### config.mk
export PLATFORM = sky130hd
export DESIGN_NAME = fifo_frame_writer_flat
export DESIGN_NICKNAME = d
export VERILOG_FILES = /design/src/rtl/fifo_frame_writer_pkg.sv /design/src/rtl/fifo_frame_writer_if.sv /design/src/rtl/fifo_frame_writer.sv /design/src/flat_wrapper.sv
export SDC_FILE = /design/constraint.sdc
export NUM_CORES = 1
export LEC_CHECK = 0
export CAP_MARGIN = 10
export CELL_PAD_IN_SITES_DETAIL_PLACEMENT = 0
export CELL_PAD_IN_SITES_GLOBAL_PLACEMENT = 2
export CORE_MARGIN = 4
export CORE_UTILIZATION = 32
export CTS_BUF_LIST = sky130_fd_sc_hd__clkbuf_4 sky130_fd_sc_hd__clkbuf_8
export CTS_CLUSTER_SIZE = 12
export DETAILED_ROUTE_END_ITERATION = 6
export HOLD_SLACK_MARGIN = 0.03
export PLACE_DENSITY_LB_ADDON = 0.05
export SLEW_MARGIN = 20
export SYNTH_ARGS = -nofsm -noshare
export SYNTH_HDL_FRONTEND = slang
export SYNTH_SLANG_ARGS = --single-unit
### constraint.sdc
create_clock -name wr_clk -period 3.6 [get_ports wr_clk]
set_input_delay 0.72 -clock wr_clk [delete_from_list [all_inputs] [get_ports wr_clk]]
set_output_delay 0.72 -clock wr_clk [all_outputs]
set_load 0.02 [all_outputs]
### src/rtl/fifo_frame_writer_pkg.sv
// Types and helpers shared by the frame writer and the read-side deframer.
package fifo_frame_writer_pkg;

   typedef enum logic [1:0] {
      ST_IDLE    = 2'd0,
      ST_PAYLOAD = 2'd1,
      ST_TRAILER = 2'd2
   } state_e;

   localparam int SEQ_W      = 8;
   localparam int LEN_W      = 8;
   localparam int MAX_DATA_W = 64;

   // The trailer flag is the bit just above the payload word.
   function automatic int trailer_flag(input int data_width);
      return data_width;
   endfunction

   // Trailer word: flag at bit data_width, then zero pad, then {seq, len}.
   function automatic logic [MAX_DATA_W:0] pack_trailer(input logic [SEQ_W-1:0] seq,
                                                        input logic [LEN_W-1:0] len,
                                                        input int data_width);
      logic [MAX_DATA_W:0] w;
      w = '0;
      w[SEQ_W+LEN_W-1:0] = {seq, len};
      w = w | ((MAX_DATA_W+1)'(1) << trailer_flag(data_width));
      return w;
   endfunction

endpackage

### src/rtl/fifo_frame_writer_if.sv
// Upstream word stream plus FIFO write port of the frame writer.
interface fifo_frame_writer_if
   import fifo_frame_writer_pkg::*;
#(
   parameter int DATA_WIDTH = 16,
   parameter int ADDR_WIDTH = 4
);
   logic [DATA_WIDTH-1:0] s_data;
   logic                  s_valid;
   logic                  s_ready;
   logic                  flush;
   logic                  fifo_full;
   logic [ADDR_WIDTH:0]   fifo_count;
   logic                  fifo_wr_en;
   logic [DATA_WIDTH:0]   fifo_wr_data;
   logic [SEQ_W-1:0]      frame_seq;
   logic                  overflow_err;
   state_e                dbg_state;

   // A word transfers on a rising edge where s_valid & s_ready; s_valid/s_data
   // hold until then, and s_ready never depends on s_valid.
   modport master (
      input  s_data, s_valid, flush, fifo_full, fifo_count,
      output s_ready, fifo_wr_en, fifo_wr_data, frame_seq, overflow_err, dbg_state
   );

   modport slave (
      output s_data, s_valid, flush, fifo_full, fifo_count,
      input  s_ready, fifo_wr_en, fifo_wr_data, frame_seq, overflow_err, dbg_state
   );
endinterface

### src/rtl/fifo_frame_writer.sv
// Groups a word stream into trailer-terminated frames and writes each frame
// into the async FIFO only once the whole frame is known to fit.
module fifo_frame_writer
   import fifo_frame_writer_pkg::*;
#(
   parameter int DATA_WIDTH = 16,
   parameter int ADDR_WIDTH = 4,
   parameter int FRAME_LEN  = 8
) (
   input  logic                 wr_clk,
   input  logic                 wr_rst_n,
   fifo_frame_writer_if.master  bus
);

   localparam int CW = ADDR_WIDTH + 2;
   localparam logic [CW-1:0]    NEED     = CW'(FRAME_LEN + 1);
   localparam logic [CW-1:0]    CAP      = CW'(2 ** ADDR_WIDTH);
   localparam logic [LEN_W-1:0] FULL_LEN = LEN_W'(FRAME_LEN);

   state_e                state_q, state_d;
   logic [LEN_W-1:0]      wc_q, wc_d;
   logic [SEQ_W-1:0]      seq_q, seq_d;
   logic                  wr_en_q, wr_en_d;
   logic [DATA_WIDTH:0]   wr_data_q, wr_data_d;
   logic                  ovf_q, ovf_d;

   logic                  s_ready;
   logic                  beat;
   logic                  space_ok;
   logic                  wr_req;
   logic [DATA_WIDTH:0]   wr_word;
   logic [DATA_WIDTH:0]   trailer_word;
   logic [CW-1:0]         occ_after;

   // An unregistered-by-FIFO pending write still occupies a slot.
   assign occ_after    = CW'(bus.fifo_count) + CW'(wr_en_q) + NEED;
   assign space_ok     = (occ_after <= CAP);
   assign beat         = s_ready & bus.s_valid;
   assign trailer_word = (DATA_WIDTH+1)'(pack_trailer(seq_q, wc_q, DATA_WIDTH));

   always_ff @(posedge wr_clk or negedge wr_rst_n) begin
      if (!wr_rst_n) begin
         state_q   <= ST_IDLE;
         wc_q      <= '0;
         seq_q     <= '0;
         wr_en_q   <= 1'b0;
         wr_data_q <= '0;
         ovf_q     <= 1'b0;
      end else begin
         state_q   <= state_d;
         wc_q      <= wc_d;
         seq_q     <= seq_d;
         wr_en_q   <= wr_en_d;
         wr_data_q <= wr_data_d;
         ovf_q     <= ovf_d;
      end
   end

   always_comb begin
      state_d = state_q;
      wc_d    = wc_q;
      seq_d   = seq_q;
      case (state_q)
         ST_IDLE: begin
            if (space_ok) state_d = ST_PAYLOAD;
         end
         ST_PAYLOAD: begin
            if (beat) wc_d = wc_q + LEN_W'(1);
            // A flush only closes a frame that holds at least one word.
            if ((beat && (wc_d == FULL_LEN)) || (bus.flush && (wc_d != '0)))
               state_d = ST_TRAILER;
         end
         ST_TRAILER: begin
            state_d = ST_IDLE;
            wc_d    = '0;
            seq_d   = seq_q + SEQ_W'(1);
         end
         default: state_d = ST_IDLE;
      endcase
   end

   always_comb begin
      s_ready   = (state_q == ST_PAYLOAD);
      wr_req    = (s_ready && bus.s_valid) || (state_q == ST_TRAILER);
      wr_word   = (state_q == ST_TRAILER) ? trailer_word : {1'b0, bus.s_data};
      // A write into a full FIFO is dropped but the framing still advances.
      wr_en_d   = wr_req & ~bus.fifo_full;
      wr_data_d = wr_en_d ? wr_word : wr_data_q;
      ovf_d     = ovf_q | (wr_req & bus.fifo_full);
   end

   assign bus.s_ready      = s_ready;
   assign bus.fifo_wr_en   = wr_en_q;
   assign bus.fifo_wr_data = wr_data_q;
   assign bus.frame_seq    = seq_q;
   assign bus.overflow_err = ovf_q;
   assign bus.dbg_state    = state_q;

endmodule

### src/flat_wrapper.sv
// flat-port wrapper written by rule: the top's interface ports become plain ports
module fifo_frame_writer_flat import fifo_frame_writer_pkg::*;
#(
   parameter int DATA_WIDTH = 16,
   parameter int ADDR_WIDTH = 4,
   parameter int FRAME_LEN  = 8
)
  (wr_clk, wr_rst_n, bus_s_data, bus_s_valid, bus_flush, bus_fifo_full, bus_fifo_count, bus_s_ready, bus_fifo_wr_en, bus_fifo_wr_data, bus_frame_seq, bus_overflow_err, bus_dbg_state);
  fifo_frame_writer_if #(.DATA_WIDTH(DATA_WIDTH), .ADDR_WIDTH(ADDR_WIDTH)) bus_i ();
  input  logic wr_clk;
  input  logic wr_rst_n;
  input wire logic [$bits(bus_i.s_data)-1:0] bus_s_data;
  input wire logic [$bits(bus_i.s_valid)-1:0] bus_s_valid;
  input wire logic [$bits(bus_i.flush)-1:0] bus_flush;
  input wire logic [$bits(bus_i.fifo_full)-1:0] bus_fifo_full;
  input wire logic [$bits(bus_i.fifo_count)-1:0] bus_fifo_count;
  output wire logic [$bits(bus_i.s_ready)-1:0] bus_s_ready;
  output wire logic [$bits(bus_i.fifo_wr_en)-1:0] bus_fifo_wr_en;
  output wire logic [$bits(bus_i.fifo_wr_data)-1:0] bus_fifo_wr_data;
  output wire logic [$bits(bus_i.frame_seq)-1:0] bus_frame_seq;
  output wire logic [$bits(bus_i.overflow_err)-1:0] bus_overflow_err;
  output wire logic [$bits(bus_i.dbg_state)-1:0] bus_dbg_state;
  assign bus_i.s_data = bus_s_data;
  assign bus_i.s_valid = bus_s_valid;
  assign bus_i.flush = bus_flush;
  assign bus_i.fifo_full = bus_fifo_full;
  assign bus_i.fifo_count = bus_fifo_count;
  assign bus_s_ready = bus_i.s_ready;
  assign bus_fifo_wr_en = bus_i.fifo_wr_en;
  assign bus_fifo_wr_data = bus_i.fifo_wr_data;
  assign bus_frame_seq = bus_i.frame_seq;
  assign bus_overflow_err = bus_i.overflow_err;
  assign bus_dbg_state = bus_i.dbg_state;
  fifo_frame_writer #(.DATA_WIDTH(DATA_WIDTH), .ADDR_WIDTH(ADDR_WIDTH), .FRAME_LEN(FRAME_LEN)) u_core (.wr_clk(wr_clk), .wr_rst_n(wr_rst_n), .bus(bus_i));
endmodule
==> results.toml, run 1 <==
[outcome]
status = "finished clean"

[die]
die_w_um = 88.1
die_area_mm2 = 0.00775
die_h_um = 88.1
io-pin-count = 56
initial_core_util = 0.338
core_area_mm2 = 0.00606
rows = 28

[timing]
hold_viol_final = 0
max_freq_mhz = 379
drv_slew = 0
finalSetupViolCount = 0
fin_crit_sh = 0.734
fin_setup_tns_ns = 0
finClkSkew_ns = 0.00597
period_needed_ns = 2.64
tightest_slew_ns = 0.857
maxSlewHeadroom = 0.429
grt_setup_unrepaired = "false"

[global_route]
antenna_found_initial = 0
grt_pass1_vias = 1683
grt_max_degree = 38
grt.overflow.total = 0
grt_pass1_wl_mm = 8.16
track_usage = 0.135

[final_layout]
diodes = 0
stdcell_area_mm2 = 0.00273
drive_gt1_frac = 0.0606
finalNonFillerCells = 339
nets = 298
area_delta_synth_final_pct = 33.2

[synthesis]
synth_edf_count = 0
ys_warn_count = 0
ys_ff_latch = 37
synth_cell_types = 39
async_flop_share = 1.00
mappedNetlistArea_mm2 = 0.00205
synth_fp_nets = 245
synthCells = 210
synthFlopType = "dfrtp_1"
yosysSeqAreaShare = 0.451
avgSynthCellArea_um2 = 9.77

[placement]
placed_cells = 331
placed_cell_area_mm2 = 0.00265
gp_congestion = 0.728
dp_hpwl_mm = 3.46
port-buffer-count = 55

[setup_path]
rrSetupSlack_ns = 1.08
endpoint_kind = "flop"
crit_type = "input pin to flop"
crit_path_start_kind = "input pin"
startpoint = "bus_s_valid"
r2r_cells = 8
cp.arrival_ns = 2.81
crit_fanout = 5
reg2reg_from = "u_core.bus.dbg_state[1]"
crit_required_ns = 3.77

[detailed_routing]
wl_met3_um = 275
wl_mm = 4.80
wl_per_cell_um = 14.2
vias = 1656
vias_per_cell = 4.88
ant_nets = 0
route.layer.met1.wl_mm = 2.34
drc_errors = 0
drtIter0Drc = 57
route.met2.wl_mm = 2.16
highest_layer = "met4"
drtPass1Iterations = 4

[cts]
cts-root-buf = "clkbuf_8"
numCtsBuffers = 5
htree_num_levels = 2
cts_resized = 0
cts_sinks = 37
clockBufferDepth = 2
hold_buffers = 0
post_cts_buffers = 0
cts.clk_slew.worst_paths_ns = 0.07
clk_latency_ns = 0.28
cts_tree = "done"

[pwr]
powerDensity_mw_per_mm2 = 828
leakage_nw = 1.12
peakVddDrop_v = 0.000434

[job]
maxCapViolCount = 0

[worst_hold_path]
worstHoldStart = "u_core.bus.overflow_err"
holdPathStages = 1
min_path_type = "flop to flop"
==> layout make-up <==
cell class                 instances  area (um^2)
sequential                        37          926
clock buffer                       6         76.3
multi-input combinational        146         1000
timing repair buffer              58          568
inverter                          15         56.3
tap                               75         93.8
fill                             607         3330
clock inverter                     2         10.0
==> state kept, by name, indices dropped and copies added, names as in the netlist <==
name                     count
u_core.bus.overflow_err      1
u_core.bus.fifo_wr_en        1
u_core.wc_q                  8
u_core.bus.fifo_wr_data     17
u_core.bus.frame_seq         8
u_core.bus.dbg_state         2
==> kinds of logic after synthesis <==
group | Yosys count | share of synthesized area
compound gates | 45 | 0.131
xor+xnor | 10 | 0.0427
fa+ha+maj | 9 | 0.0549
buf+inv | 27 | 0.0622
flops | 37 | 0.451
mux | 20 | 0.0994
simple gates | 62 | 0.158
==> report_power, final <==
part / total (mW) / leakage (nW) / internal (mW) / switching [mW]
registers: 0.774 / 0.420 / 0.589 / 0.184
clock network: 0.285 / 0.0484 / 0.142 / 0.143
logic: 1.20 / 0.655 / 0.571 / 0.632
total: 2.26 / 1.12 / 1.30 / 0.959
==> placed cells by master, fill, tap and decap left out, types with 8 or more instances in the layout <==
cell type	n
nor2_1	21
clkdlybuf4s50_1	54
inv_1	14
o22ai_1	8
mux2i_1	17
a21oi_1	23
nand2_1	10
ha_1	9
dfrtp_1	37
==> critical path, stage by stage <==
cell and delay, ns:
clkdlybuf4s50_1 0.54, nand4_1 0.19, a311oi_2 0.22, a21oi_1 0.12, or4_1 0.53, o311ai_1 0.12
mux2_1 0.36
==> cells in the mapped netlist, types with 2 or more instances <==
master,count,area share
a31oi_1,2,0.0061
o21ai_0,4,0.0098
nand4_1,5,0.015
nor2b_1,2,0.0061
xnor2_1,6,0.026
mux2i_1,17,0.083
nand3_1,6,0.015
buf_6,3,0.016
dfrtp_1,37,0.45
a21oi_1,24,0.059
nor3_1,2,0.0049
and3_1,2,0.0061
ha_1,9,0.055
xor2_1,4,0.017
inv_1,14,0.026
mux2_1,3,0.016
nand2b_1,2,0.0061
nor4b_1,2,0.0085
nand2_1,10,0.018
nor3b_1,4,0.015
nor2_1,21,0.038
o22ai_1,8,0.024
clkbuf_1,7,0.013
==> layer usage <==
layer,track usage,up-vias
met5,0,-
met4,0.0495,0
met3,0.0357,2
met2,0.205,33
met1,0.185,771
li1,-,850
==> path summary, 6_finish.rpt <==
path,to
worst max-delay path,u_core.bus.dbg_state[1]
worst min-delay path,u_core.bus.overflow_err
worst max register to register,u_core.bus.dbg_state[1]
worst min register to register,u_core.bus.overflow_err
max in group asynchronous,u_core.bus.frame_seq[0]
min in group asynchronous,u_core.bus.fifo_wr_en
==> metrics by stage <==
| step | hold slack (ns) | power (mW) | util | worst slack (ns) |
|---|---|---|---|---|
| floorplan | 0.424 | 1.54 | - | 0.983 |
| global placement | 0.455 | 2.01 | 0.436 | 0.675 |
| detailed placement | 0.460 | 1.99 | 0.436 | 0.649 |
| CTS | 0.483 | 2.30 | 0.451 | 0.965 |
| global route | 0.513 | 2.46 | 0.451 | 0.834 |
| finish | 0.478 | 2.26 | 0.451 | 0.959 |
Power figures use the tool's default switching activity.
==> run 2: changes to the inputs <==
--- a/config.mk
+++ b/config.mk
@@ -9,7 +9,7 @@
 export CELL_PAD_IN_SITES_DETAIL_PLACEMENT = 0
 export CELL_PAD_IN_SITES_GLOBAL_PLACEMENT = 2
 export CORE_MARGIN = 4
-export CORE_UTILIZATION = 32
+export CORE_UTILIZATION = 27
 export CTS_BUF_LIST = sky130_fd_sc_hd__clkbuf_4 sky130_fd_sc_hd__clkbuf_8
 export CTS_CLUSTER_SIZE = 12
 export DETAILED_ROUTE_END_ITERATION = 6
==> constraint.sdc (replaced) <==
create_clock -name wr_clk -period 2.15 [get_ports wr_clk]
set_input_delay 0.43 -clock wr_clk [delete_from_list [all_inputs] [get_ports wr_clk]]
set_output_delay 0.43 -clock wr_clk [all_outputs]
set_load 0.02 [all_outputs]
==> run 2 against run 1 <==
The run now ends with negative setup slack left. Register-to-register slack got worse by 1.2 ns. Cell count rose by 14%. Cell area rose by 10%. Critical path depth did not move. Via count rose by 5.1%. Clock skew barely moved. Sequential cell count did not move.
==> results.toml, run 2 (same netlist as run 1, synthesis figures left out) <==
[global_route]
grt.overflow.total = 0
use_met3 = 0.0308
grt_use_met2 = 0.197
antenna_found_initial = 0
grt_pass1_wl_mm = 8.98
track_usage = 0.126
grt_max_degree = 29
grt_pass1_vias = 1850
grtUsageMet1 = 0.174
globalRoute.busiestLayer = "met2"

[setup_path]
crit_path_cell_trace = "ha_2 -> nand4_1 -> or2_1 -> a32oi_2 -> or4_1 -> o311ai_2 -> mux2_1"
crit_type = "flop to flop"
cp.arrival_ns = 2.40
startpoint = "u_core.wc_q[0]"
endpoint_kind = "flop"
cp.buffers_inverters = 0
crit_path_start_kind = "flop"
crit_required_ns = 2.32
max_stage_delay_ns = 0.56
reg2reg_from = "u_core.wc_q[0]"
critical_path.slowest_cell = "or4_1"
crit_fanout = 4
critical-path-top-delay-family = "simple AND/OR/NAND/NOR gates"

[final_layout]
final_cell_mix = "clkdlybuf4s50_1 (51), dfrtp_1 (35), buf_4 (25), a21oi_1 (23), nor2_1 (20)"
final.fill_count = 728
finalNonFillerCells = 387
area_delta_synth_final_pct = 46.7
layout_commonest_cell = "clkdlybuf4s50_1"
multi_input_comb_area_mm2 = 0.00105
diodes = 0
drive_gt1_frac = 0.177
final-seq-area_um2 = 928
largest_reg_flops = 17
nets = 322

[pwr]
p_int_mw = 2.35
powerDensity_mw_per_mm2 = 1350
clkPwrFrac = 0.120
power_frac_seq = 0.304
combPwrFrac = 0.576
leakage_nw = 1.25
peakVddDrop_v = 0.000572
p_sw_mw = 1.69
p_sw_frac = 0.418

[timing]
worst_slack_ns = -0.0868
finClkSkew_ns = 0.00568
finalSetupViolCount = 2
fin_setup_tns_ns = -0.165
tightest_slew_ns = 0.487
grt_setup_unrepaired = "true"
whs_ns = 0.477
fin_crit_sh = 1.04
maxSlewHeadroom = 0.675
drv_slew = 0
max_freq_mhz = 447
period_needed_ns = 2.24
hold_viol_final = 0

[cts]
clk_latency_ns = 0.29
cts_tree = "done"
clockBufferDepth = 2
numCtsBuffers = 5
htree_num_levels = 2
cts_sinks = 37
cts.clk_slew.worst_paths_ns = 0.08
cts-root-buf = "clkbuf_8"

[detailed_routing]
drc_errors = 0
wl_per_cell_um = 13.7
vias_per_cell = 4.50
wl_mm = 5.31
vias = 1740
ant_nets = 0
drtPass1Iterations = 4
drtIter0Drc = 38

[die]
die_area_mm2 = 0.00905
core_area_mm2 = 0.00733
initial_core_util = 0.280
io-pin-count = 56
rows = 31
die_h_um = 95.2
die_w_um = 95.2

[placement]
placed_cells = 375
gp_congestion = 0.738
dp_hpwl_mm = 3.89
port-buffer-count = 55

[outcome]
violations = "negative setup slack"
status = "complete, but fails checks"

[worst_hold_path]
min_path_type = "flop to flop"
worstHoldStart = "u_core.bus.overflow_err"

[job]
maxCapViolCount = 0
-- run 2: cell count changes in the layout (fill, tap and decap cells not counted), moves of 2 or more --
cell,previous run,this run
buf_4,3,25
ha_1,9,5
clkdlybuf4s50_1,54,51
dlygate4sd2_1,0,3
dfrtp_1,37,35
dfrtp_2,0,2
ha_2,0,2
ha_4,0,2
inv_1,14,12
inv_2,0,2
-- run 2: metal layers --
metal | routed length, um | up-vias
met5 | 0 | -
met4 | 52 | 0
met3 | 233 | 5
met2 | 2390 | 35
met1 | 2630 | 813
li1 | - | 887
-- run 2: power groups by stage --
stage                     clock network [mW]  registers, mW  logic, mW
final                                  0.487           1.23       2.33
after floorplan                            0           1.49       1.12
after global placement                     0           1.25       2.32
after CTS                              0.510           1.24       2.35
after detailed placement                   0           1.25       2.31
after global routing                   0.538           1.29       2.57
-- run 2: worst paths after layout --
check,to,slack (ns),depth (start not counted)
worst max-delay path,u_core.bus.dbg_state[0],-0.09,7
worst min-delay path,u_core.bus.overflow_err,0.48,1
worst max register to register,u_core.bus.dbg_state[0],-0.09,7
worst min register to register,u_core.bus.overflow_err,0.48,1
max in group asynchronous,u_core.bus.dbg_state[0],1.15,3
min in group asynchronous,u_core.bus.fifo_wr_data[9],0.55,2
-- run 2: through the flow --
step / area, um^2 / power (mW) / utilization / setup WS, ns
after floorplan: 2070 / 2.61 / - / -0.106
after global placement: 2860 / 3.57 / 0.390 / -0.402
after detailed placement: 2860 / 3.56 / 0.390 / -0.446
after CTS: 2990 / 4.10 / 0.408 / -0.0991
after global routing: 3010 / 4.40 / 0.410 / -0.203
final: 3010 / 4.05 / 0.410 / -0.0868
-- run 2: cell type report --
type / count / share of cell area
Sequential cell: 37 / 0.309
Clock buffer: 6 / 0.0254
Clock inverter: 2 / 0.00333
Tap cell: 99 / 0.0412
Inverter: 15 / 0.0187
Multi-Input combinational cell: 146 / 0.351
Timing Repair Buffer: 82 / 0.252
-- run 2: repair_timing --
item	CTS	global route
hold buffers	1	0
gates resized for setup	7	3
endpoints found under the setup margin	2	2
endpoints found under the hold margin	9	0
buffers inserted	2	1
pin swaps	11	2
==> run 3: changes to the inputs <==
--- a/config.mk
+++ b/config.mk
@@ -5,7 +5,7 @@
 export SDC_FILE = /design/constraint.sdc
 export NUM_CORES = 1
 export LEC_CHECK = 0
-export CAP_MARGIN = 10
+export CAP_MARGIN = 20
 export CELL_PAD_IN_SITES_DETAIL_PLACEMENT = 0
 export CELL_PAD_IN_SITES_GLOBAL_PLACEMENT = 2
 export CORE_MARGIN = 4
==> results of run 3 <==
Final layout, timing and power as in run 2 (identical DEF).
